**config.mk**
```make
export PLATFORM = sky130hd
export DESIGN_NAME = quadrature_decoder
export DESIGN_NICKNAME = d
export VERILOG_FILES = /design/src/rtl/quadrature_decoder.sv
export SDC_FILE = /design/constraint.sdc
export NUM_CORES = 1
export LEC_CHECK = 0
export CAP_MARGIN = 0
export CORE_ASPECT_RATIO = 1.75
export CORE_MARGIN = 2
export CORE_UTILIZATION = 55
export CTS_CLUSTER_SIZE = 20
export DETAILED_ROUTE_END_ITERATION = 6
export DONT_BUFFER_PORTS = 1
export HOLD_SLACK_MARGIN = 0.05
export PLACE_DENSITY = 0.77
export SLEW_MARGIN = 20
export SYNTH_ARGS = -nofsm -noshare
export SYNTH_HDL_FRONTEND = slang
export SYNTH_SLANG_ARGS = --single-unit
```
**constraint.sdc**
```tcl
create_clock -name clk -period 4.9 [get_ports clk]
set_input_delay 0.245 -clock clk [delete_from_list [all_inputs] [get_ports clk]]
set_output_delay 0.245 -clock clk [all_outputs]
set_load 0.02 [all_outputs]
```
**src/rtl/quadrature_decoder.sv**
```systemverilog
// Quadrature encoder decoder: synchronize, debounce, decode Gray quarter-steps,
// accumulate them into detents and maintain a wrapping or saturating position count.
module quadrature_decoder #(
  parameter int CNT_W      = 8,
  parameter int DEB_CYCLES = 4,
  parameter int DETENT_DIV = 4,
  parameter int SATURATE   = 0
) (
  input  logic             clk,
  input  logic             rst_n,
  input  logic             enc_a,
  input  logic             enc_b,
  input  logic             clear,
  input  logic             err_clr,
  output logic [CNT_W-1:0] count,
  output logic             step_up,
  output logic             step_dn,
  output logic             dir,
  output logic             err
);
  typedef enum logic {SETTLE, RUN} state_t;

  localparam logic [7:0]        DEB_LAST    = 8'(DEB_CYCLES - 1);
  localparam logic [8:0]        SETTLE_LAST = 9'(DEB_CYCLES + 1);
  localparam logic signed [3:0] ACC_TOP     = 4'(DETENT_DIV - 1);
  localparam logic signed [3:0] ACC_BOT     = -ACC_TOP;
  localparam logic [CNT_W-1:0]  CNT_MAX     = '1;

  state_t            state;
  logic [8:0]        scnt;
  logic [1:0]        sync1, sync2, deb, prev;
  logic [1:0][7:0]   dcnt;
  logic signed [3:0] acc;
  logic [1:0]        delta;
  logic              q_up, q_dn, illegal, up_c, dn_c;

  // Gray code {A,B} -> position around the cycle 00,01,11,10.
  function automatic logic [1:0] gray_pos(input logic [1:0] g);
    return {g[1], g[1] ^ g[0]};
  endfunction

  always_comb begin
    delta   = gray_pos(deb) - gray_pos(prev);
    q_up    = (state == RUN) && (delta == 2'd1);
    q_dn    = (state == RUN) && (delta == 2'd3);
    illegal = (state == RUN) && (delta == 2'd2);
    up_c    = q_up && (acc == ACC_TOP);
    dn_c    = q_dn && (acc == ACC_BOT);
  end

  always_ff @(posedge clk) begin
    if (!rst_n) begin
      state   <= SETTLE;
      scnt    <= '0;
      sync1   <= '0;
      sync2   <= '0;
      deb     <= '0;
      prev    <= '0;
      dcnt    <= '0;
      acc     <= '0;
      count   <= '0;
      step_up <= 1'b0;
      step_dn <= 1'b0;
      dir     <= 1'b0;
      err     <= 1'b0;
    end else begin
      sync1 <= {enc_a, enc_b};
      sync2 <= sync1;

      // While settling, track the inputs directly so RUN starts with no phantom edge.
      if (state == SETTLE) begin
        deb  <= sync2;
        prev <= sync2;
        dcnt <= '0;
        if (scnt == SETTLE_LAST) state <= RUN;
        else                     scnt  <= scnt + 9'd1;
      end else begin
        prev <= deb;
        for (int c = 0; c < 2; c++) begin
          if (sync2[c] != deb[c]) begin
            if (dcnt[c] == DEB_LAST) begin
              deb[c]  <= sync2[c];
              dcnt[c] <= '0;
            end else begin
              dcnt[c] <= dcnt[c] + 8'd1;
            end
          end else begin
            dcnt[c] <= '0;
          end
        end
      end

      step_up <= up_c && !clear;
      step_dn <= dn_c && !clear;

      if (clear) begin
        count <= '0;
        acc   <= '0;
      end else if (up_c) begin
        acc <= '0;
        dir <= 1'b1;
        if (!(SATURATE != 0 && count == CNT_MAX)) count <= count + CNT_W'(1);
      end else if (dn_c) begin
        acc <= '0;
        dir <= 1'b0;
        if (!(SATURATE != 0 && count == '0)) count <= count - CNT_W'(1);
      end else if (q_up) begin
        acc <= acc + 4'sd1;
      end else if (q_dn) begin
        acc <= acc - 4'sd1;
      end

      if (illegal)      err <= 1'b1;
      else if (err_clr) err <= 1'b0;
    end
  end
endmodule

```
Word level (Yosys, flattened, before mapping)
Cells that the tools add are included.
{"block": "op_classes", "addsub": 8, "n_eq_ne": 14, "n_mux": 16, "n_bitwise": 8, "n_reduce_logical": 19}
{"op": "$add 8x1->8 const B", "n": 3}
{"op": "$eq 8x2->1 const B", "n": 2}
{"op": "$mux 8", "n": 2}
{"op": "$reduce_or 4->1", "n": 3}
{"op": "$mux 1", "n": 10}
{"op": "$add 9x1->9 const B", "n": 1}
{"op": "$eq 9x3->1 const B", "n": 1}
{"op": "$eq 4x3->1 const B", "n": 2}
{"op": "$mux 4", "n": 2}
{"op": "$ne 2x1->1 const B", "n": 4}
{"op": "$reduce_and 2->1", "n": 4}
{"op": "$sub 8x1->8 const B", "n": 1}
{"op": "$logic_and 1x1->1", "n": 7}
{"op": "$not 1->1", "n": 6}
{"op": "$reduce_bool 2->1", "n": 3}
{"op": "$add 4x2->4 const B", "n": 1}
{"op": "$eq 2x2->1 const B", "n": 2}
{"op": "$mux 2", "n": 2}
{"op": "$sub 4x2->4 const B", "n": 1}
{"op": "$eq 2x1->1 const B", "n": 1}
{"op": "$ne 1x1->1", "n": 2}
{"op": "$reduce_or 2->1", "n": 1}
{"op": "$sub 2x2->2", "n": 1}
{"op": "$xor 1x1->1", "n": 2}
{"op": "$logic_not 1->1", "n": 1}
{"block": "totals", "register_bits": 50, "output_inout_bits": 12, "wordCells": 80}

Logic depth before layout (Yosys ltp)
Gate-level depths: netlist of the first run.
{"block": "depth", "ltp_word": 7, "ltp_mapped": 12, "depth_no_buf": 10}

Worst setup path after synthesis of the first run
No wires, ideal clock.
{"block": "synth_timing", "kind": "register -> register", "start": "register deb[1]", "end": "register count[7]", "setup_time_ns": 0.121, "arrival_ns": 2.885, "required_time_ns": 4.779, "slack_ns": 1.895, "path_stages_with_launch": 13, "n_path_buf": 2, "path_cell_list": "dfxtp_1 -> xnor2_1 -> ha_1 -> nor2b_1 -> buf_2 -> nand4_2 -> ha_1 -> clkbuf_1 -> a21oi_1 -> o21ai_0 -> a21oi_1 -> mux2i_1 -> mux2_2"}
{"block": "synth_between", "elab_chain_cells": 6, "elab_cells_between_ends": 10, "classes_between": "add/sub: 1; eq/ne: 2; mux: 1; bitwise: 1; reduce/logical: 5"}
{"item": "start, declared", "line": "31", "text": "logic [1:0] sync1, sync2, deb, prev;"}
{"item": "start signal, assigned", "line": "72", "text": "deb <= sync2;"}
{"item": "start signal, assigned by index", "line": "82", "text": "deb[c] <= sync2[c];"}
{"item": "$xor 1x1->1", "line": "39", "text": "return {g[1], g[1] ^ g[0]};"}
{"item": "$sub 2x2->2 (*)", "line": "43", "text": "delta = gray_pos(deb) - gray_pos(prev);"}
{"item": "$eq 2x1->1 or $eq 2x2->1 (tied branches)", "line": "44, 45"}
{"item": "$logic_and 1x1->1, on equally long branches", "line": "44, 45"}
{"item": "$logic_and 1x1->1, on equally long branches", "line": "47, 48"}
{"item": "$mux 8 or $reduce_bool 2->1 (tied branches)"}
{"item": "end signal, assigned", "line": "102", "text": "if (!(SATURATE != 0 && count == CNT_MAX)) count <= count + CNT_W'(1);"}
{"item": "end signal, assigned", "line": "106", "text": "if (!(SATURATE != 0 && count == '0)) count <= count - CNT_W'(1);"}
{"item": "end, declared", "line": "15", "text": "output logic [CNT_W-1:0] count,"}
Mark *: on every way between the ends. The rest lies on a longest branch, timed or not.
A chain may end at the register's enable or synchronous reset.

Worst setup path in the final report of the first run
Same ends and word-level chain as after synthesis.

==> results of run 1 <==
[power groups by stage]
stage               Clock, mW  Combinational [mW]  Sequential, mW
floorplan                   0              0.0351           0.429
global placement            0              0.0344           0.433
detailed placement          0              0.0351           0.433
CTS                     0.296              0.0370           0.424
global route            0.309              0.0444           0.426
finish                  0.289              0.0386           0.424
[state kept, by name (all words and copies together), names as in the netlist]
name and cells:
step_dn 1, scnt 9, deb 2, dir 1, count 8, sync1 2, dcnt 16, state 1
step_up 1, acc 4, prev 2, sync2 2, err 1
[cell type report]
type                            instances  area, um2  share of cell area (%)
Clock buffer                            6      72.57                   2.757
Clock inverter                          2      37.54                   1.426
Inverter                                5      18.77                  0.7129
Multi-Input combinational cell        200       1401                   53.23
Sequential cell                        50       1001                   38.02
Tap cell                               51      63.81                   2.424
Timing Repair Buffer                    4      37.54                   1.426
[final timing paths]
check             end  depth (start not counted)
min               dir                          1
min reg2reg  sync2[1]                          1
max reg2reg  count[7]                         11
max          count[7]                         11
[cell families after synthesis]
kind of cell / Yosys count
and+or+nand+nor: 117
AOI/OAI and AO/OA: 25
muxes: 11
adders and majority gates: 16
xor gates and xnor gates: 31
DFF: 50
buffers and inverters: 12
[metrics by stage]
step | cell area [um2] | std cells
finish | 2633 | 318
detailed placement | 2492 | 307
global placement | 2492 | 307
CTS | 2623 | 317
floorplan | 2451 | 262
global route | 2633 | 318
[timing repair]
item,4_1_cts,5_1_grt
hold buffers,2,1
resized for setup,0,0
setup buffers,0,0
setup endpoints to repair,0,0
hold endpoints to repair,5,2
[cells in the final DEF (no fill, tap or decap), types with 2 or more instances in the layout]
master / n
o21ai_0: 4
nand4_1: 6
inv_1: 5
nor2_1: 32
a21o_1: 3
nor2b_1: 6
xor2_1: 16
nand3b_1: 2
nor4b_1: 3
a21oi_1: 9
dfxtp_1: 50
clkbuf_8: 5
dlygate4sd3_1: 3
fa_1: 2
and2_1: 13
ha_1: 14
xnor2_1: 14
nand3_1: 20
nor3_1: 4
nand2_1: 18
mux2i_1: 10
and3_1: 4
[metal layers]
layer	global-route usage, %	routed length [um]	up-vias
met5	0	0	-
met4	11.04	140	0
met3	4.516	166	11
met2	34.64	2250	31
met1	18.76	1684	829
li1	-	-	905
==> results.md, run 1 <==
- Tracing the worst setup path back leads to its startpoint at deb[1].
- After synthesis, the largest family of logic cells by area is simple AND/OR/NAND/NOR gates.
- After the first detailed-routing iteration, the DRC count stood at 13.
- The H-tree generated during clock tree synthesis spans 2 levels.
- The wire length of the first global-routing pass is 7.189 mm.
- After synthesis the cells add up to 2451 um2.
- The start point of the worst hold path is rst_n.
- TritonCTS created 5 clock buffers.
- The commonest cells after synthesis are 50 x dfxtp_1, 32 x nor2_1, 20 x nand3_1.
- The overall die width is 54.47 um.
- The synthesized design contains 0 enable-type register cells.
- By area the synthesized netlist is led by dfxtp_1 41%, ha_1 7.1%, xor2_1 5.7%, xnor2_1 5.0%, nor2_1 4.9%.
- The remaining design rule violation count is 0.
- The count of endpoints failing hold in the final timing report came to 0.
- The number of sinks handled by clock tree synthesis is 50.
- Summing over every cut layer, the via total after detailed routing is 1776.
- dfxtp_1 takes more of the synthesized area than any other cell.
- After the last flow step, the layout net total stands at 288.
- The post-synthesis simple-gate area fraction is 25.27%.
- The number of instances in the synthesized netlist is 262.
- The power density of the placed cells is 285.6 nW/um2.
- The utilization after layout is 60.32%.
- Combinational logic burns between 5 and 6% of the power.
- For this run, the slowest stage of the critical path takes 0.53 ns.
- The number of rows created at floorplan is 32.
- The clock network is responsible for roughly two fifths of the overall power.
- The worst clock skew is about 0.010 ns.
- The starting density of the core is ~56%.
- After detailed routing, the total wire length is 4.242 mm.
- At the later pin of the worst-skew pair, clock insertion delay measures 0.31 ns.
- The worst-path maximum fanout is 16.
- The number of vias per cell is 5.585.
- The root buffer cell chosen for the clock tree is clkbuf_8.
- Entering global routing, the biggest net connects 20 pins.
- Summed over all cells, the static leakage comes to 1.021 nW.
- The top flip-flop cell by instance count after synthesis is dfxtp_1.
- The synthesis-to-layout area growth is 7.402%.
- Of the total synthesized cell area, the portion taken by XOR and XNOR cells is 11.69%.
- The detailed-placement wirelength estimate is 2.929 mm.
- The proportion of synthesized flip-flops having asynchronous set or reset is 0%.
- Yosys instantiated no cell more often than dfxtp_1.
- For this run, the detailed router's first-pass iteration total came to 4.
- In this run the tightest slew margin relative to its limit is 60.51%.
- After synthesis, the largest area contributor takes up slightly above 40% of total cell area.
- Counting along the longest clock path gives a buffer depth of 2.
- The number of max-cap violations is 0.
- Before CTS, the worst setup slack after placement is 1.617 ns.
- The initial antenna violation count is 0.
- In this run the tool buffered the top-level ports with 0 buffer cells.
- Setup repair after global routing left no endpoint under its margin.
- The fraction of final layout cells with drive strength greater than 1 is 6.367%.
- Data arrives at the worst endpoint at about 3.5 ns.
- Fill cells in the final layout number ~380.
- The sum of negative setup slack is 0 ns.
- The average footprint of a synthesized cell is 9.355 um2.
- The die outline area is approximately 5000 um2.
- For this design, the slowest cell found on the critical path is ha_1.
- STA classifies the critical path endpoint as a register.
- The launching point of the worst reg2reg path is deb[1].
- The routed length per instance is 13.34 um.
- The final number of max-transition violations is 0.
- The routability congestion estimate from global placement is 0.7675.
- The overflow left after global routing is 0.
- The worst path in the final design needs a cycle of approximately 3.3 ns, including I/O delays and setup.
- The post-layout worst setup margin is 1.649 ns.
- Sequential cells were found to cover 40.84% of the synthesized design area.
- The critical path is of the register to register type.
- The maximum resistive drop on vdd is 224.6 uV.
- The number of endpoints failing setup at the final stage is 0.
- The count of synthesis-stage warnings from yosys is 0.
- The maximum achievable frequency is approximately 300 MHz.
- At the pin with the least slew margin, the transition time is around 0.6 ns.
- In the global route stage, overall resource usage came out at ~19%.
- The flow ran to the end, and the final reports show no timing, DRC or antenna violations.
- Summing the areas of all compound-gate instances in the mapped netlist gives 6.891% of the synthesized area.
- In this run switching power makes up 22.02% of total power.
- The minimum hold slack is 0.05770 ns.
- The CTS clock-pin slew for the worst setup and hold paths is 0.09 ns.
- The power spent charging and discharging nets is 0.1656 mW.
- The total internal power is 0.5863 mW.
- After synthesis, the share of cell area in mux cells is 4.543%.
- Measured along the y axis, the die boundary spans 92.31 um.
- The class of the worst hold path is input port to register.
- The startpoint type of the worst setup path is a register.
- The critical path goes through xnor2_1 -> ha_1 -> nor2b_1 -> buf_4 -> nand4_2 -> ha_1 -> a21oi_1 -> o21ai_0 -> a21oi_1 -> mux2i_1 -> mux2_2.
- The number of global-route vias before repair is 1779.
- The number of top-level pins is 18.
- The number of distinct library cell variants in the gate-level netlist after synthesis is 42.
- The number of buffers and inverters on the critical path is 1.
- The register-to-register setup slack is about 1.6 ns.
- 0 antenna diodes ended up in the layout.
- On the critical path the largest part of the delay comes from adder cells.
- The final total power is 0.7519 mW.
- The total core area is 4364 um2.
- The count of state elements after synthesis is 50.
- The register share of total power is 56.4%.
- The number of nets in the synthesized netlist is 284.
- The data required time of the worst path is 5.11 ns.
- Summing the areas of all fa, ha and maj instances in the mapped netlist gives 8.780% of the synthesized area.
- TritonCTS built the clock tree.
- The detail route stage leaves a number of antenna-violating nets equal to 0.
- Of the available clock period, the critical path in the final layout requires 66.35%.
(Power assumes the default switching activity.)
==> run 2: changes to the inputs <==
==> constraint.sdc (replaced) <==
create_clock -name clk -period 3.2 [get_ports clk]
set_input_delay 0.16 -clock clk [delete_from_list [all_inputs] [get_ports clk]]
set_output_delay 0.16 -clock clk [all_outputs]
set_load 0.02 [all_outputs]
==> results.md, run 2 (same netlist as run 1, synthesis figures left out) <==
- The post-place setup slack is 0.1993 ns (-1.417 ns).
- The die height was 92.31 um (unchanged).
- The overall die width came to 54.47 um (unchanged).
- In the final layout, the registers with the most flip-flops are dcnt: 16 flops, scnt: 9 flops, count: 8 flops.
- The global router's overall resource usage is 18.62% (-0.72 points).
- The combined area of the multi-input logic cells was 1401 um2 (unchanged).
- The worst-margin pin slew is 0.5765 ns (-0.01592 ns).
- The largest individual stage delay along the critical path comes from the cell ha_1.
- Setup repair after global routing left no endpoint under its margin.
- The run finished with clean final reports.
- The flip-flop and latch area was 1001 um2 (unchanged).
- The utilization after layout is 60.21% (-0.11 points).
- The number of vias per cell is 5.556 (-0.51%).
- The post-layout worst setup margin was 0.2018 ns (-1.447 ns).
- The number of setup buffers added after CTS was 0 (unchanged).
- The number of buffers between clock root and the deepest sink is 2 (unchanged).
- The number of buffer cells added on primary ports is 0 (unchanged).
- The maximum level of the CTS H-tree came to 2 (unchanged).
- The number of buffers created by CTS is 5 (unchanged).
- The final layout net count is 290 (+0.69%).
- The number of non-filler instances in the completed layout is 320 (+0.63%).
- The arrival time reported for the critical path endpoint was 3.20 ns (-0.26 ns).
- The critical path's largest stage delay was 0.47 ns (-0.06 ns).
- The number of rows created at floorplan is 32 (unchanged).
- TritonCTS built the clock tree.
- The worst-path maximum fanout is 11 (-5).
- The detailed-placement wirelength estimate came to 3.011 mm (+2.8%).
- The remaining design rule violation count was 0 (unchanged).
- The data required time of the worst path was 3.40 ns (-1.71 ns).
- The number of detailed-routing iterations run before antenna repair is 4 (unchanged).
- The count of instances resized after the clock tree is built is 0 (unchanged).
- The switching portion of total power is 23.71% (+1.7 points).
- The hold buffer count at cts came to 3 (+1).
- The most common cell after layout, fill and taps aside is dfxtp_1.
- The worst clock skew was 0.01153 ns (+0.001171 ns).
- The maximum resistive drop on vdd is 417.7 uV (+86%).
- The number of top-level pins was 18 (unchanged).
- The number of buffer and inverter stages on the critical path is 0 (-1).
- The final number of max-transition violations was 0 (unchanged).
- The number of antenna diodes was 0 (unchanged).
- The class of the worst hold path is input port to register.
- STA classifies the critical path startpoint as a register.
- The worst setup path is of the register to register kind.
- The register containing the most flip-flops in the final layout is dcnt.
- The buffer cell driving the clock tree root is clkbuf_8.
- The fraction of final layout cells with drive strength greater than 1 is 7.435% (+1.1 points).
- The number of max-cap violations is 0 (unchanged).
- The cell total after placement is 309 (+0.65%).
- The filler cell count in the final layout is 390 (+2.9%).
- The number of sinks handled by clock tree synthesis came to 50 (unchanged).
- The CTS clock-pin slew for the worst setup and hold paths is 0.10 ns (about the same).
- The sum of negative setup slack is 0 ns (unchanged).
- The source-to-sink clock delay at the later pin of the worst-skew pair is 0.30 ns (about the same).
- The number of endpoints failing setup at the final stage was 0 (unchanged).
- The detailed-route wire length was 4.120 mm (-2.9%).
- Walking the worst path, the cells encountered are xnor2_1 -> ha_1 -> xnor3_2 -> nand4_2 -> ha_1 -> a21oi_1 -> o21ai_0 -> a21oi_1 -> mux2i_1 -> mux2_2.
- The combinational share of power was 5.7% (+0.6 points).
- The routability congestion estimate from global placement came to 0.7702 (+0.35%).
- The power density of the placed cells is 408.5 nW/um2 (+43%).
- The total internal power is 0.8189 mW (+40%).
- The register share of total power came to 60.4% (+4.0 points).
- The final total power is 1.073 mW (+43%).
- The synthesis-to-layout area growth is 7.198%.
- The endpoint kind of the worst setup timing path is a register.
- The wire length of the first global-routing pass was 6.975 mm (-3.0%).
- The largest net degree at the start of global routing is 21 (+5.0%).
- The starting density of the core is 56.16% (unchanged).
- The minimum hold slack is 0.09530 ns (+0.03760 ns).
- The number of global-route vias before repair is 1692 (-4.9%).
- The maximum achievable frequency is 333.5 MHz (+8.4%).
- The number of DRC markers in iteration 0 was 43 (+30).
- In this design, the largest share of critical-path delay is due to adder cells.
- The clock group share of total power was 33.9% (-4.5 points).
- The total number of vias was 1778 (+0.11%).
- The overflow left after global routing is 0 (unchanged).
- The max-slew headroom at the worst pin came to 61.57% (+1.1 points).
- The total cell area at the placement stage is 2507 um2 (+0.60%).
- The leakage power total came to 1.023 nW (+0.23%).
- The minimum clock period after layout is 2.998 ns (-0.2528 ns).
- The count of endpoints failing hold in the final timing report is 0 (unchanged).
- Leaving out fill and tap cells, the most frequent cells in the layout are 50 x dfxtp_1, 32 x nor2_1, 20 x nand3_1.
- The die outline area is 5028 um2 (unchanged).
- The initial antenna violation count is 0 (unchanged).
- The number of nets still failing antenna checks after routing came to 0 (unchanged).
- The post-route cell area is 2628 um2 (-0.19%).
- The part of the cycle the worst path needs is 93.69% (+27 points).
- The routed length per instance is 12.88 um (-3.5%).
- The power spent charging and discharging nets is 0.2545 mW (+54%).
- The total core area came to 4364 um2 (unchanged).
- The number of flip-flops in the largest register was 16 (unchanged).
[run 2: cell types whose count changed in the layout (fill, tap and decap cells not counted), sizes merged]
cell,delta
buf,+2
clkinv,+2
bufinv,-1
clkbuf,-1
[run 2: routing by layer]
metal  track usage, %  wire length [um]  vias up
met5                0                 0        -
li1                 -                 -      907
met3            4.677               163        5
met1            18.90              1633      835
met2            32.93              2253       31
met4            9.375                69        0
[run 2: layout make-up]
type	instances	share of cell area, %
inverter	5	0.7143
clock buffer	5	2.619
sequential	50	38.10
clock inverter	3	0.8095
multi-input combinational	200	53.33
timing repair buffer	6	2.000
tap	51	2.429
[run 2: worst reg2reg max path, stage by stage, from the launching register on]
cell,delay [ns]
dfxtp_1,0.44
xnor2_1,0.11
ha_1,0.21
xnor3_2,0.29
nand4_2,0.33
ha_1,0.47
a21oi_1,0.22
o21ai_0,0.12
a21oi_1,0.15
mux2i_1,0.22
mux2_2,0.34
[run 2: power by group through the flow]
| stage | Combinational [mW] | Clock, mW | Sequential [mW] |
|---|---|---|---|
| detailed placement | 0.0559 | 0 | 0.662 |
| global placement | 0.0543 | 0 | 0.662 |
| global route | 0.0695 | 0.402 | 0.650 |
| floorplan | 0.0538 | 0 | 0.657 |
| CTS | 0.0616 | 0.376 | 0.648 |
| finish | 0.0609 | 0.364 | 0.648 |
[run 2: final timing paths]
kind,cells past startpoint,slack (ns),start,to
max,10,0.20,deb[1],count[7]
max reg2reg,10,0.20,deb[1],count[7]
min,2,0.1,clear,dir
min reg2reg,1,0.44,sync1[1],sync2[1]
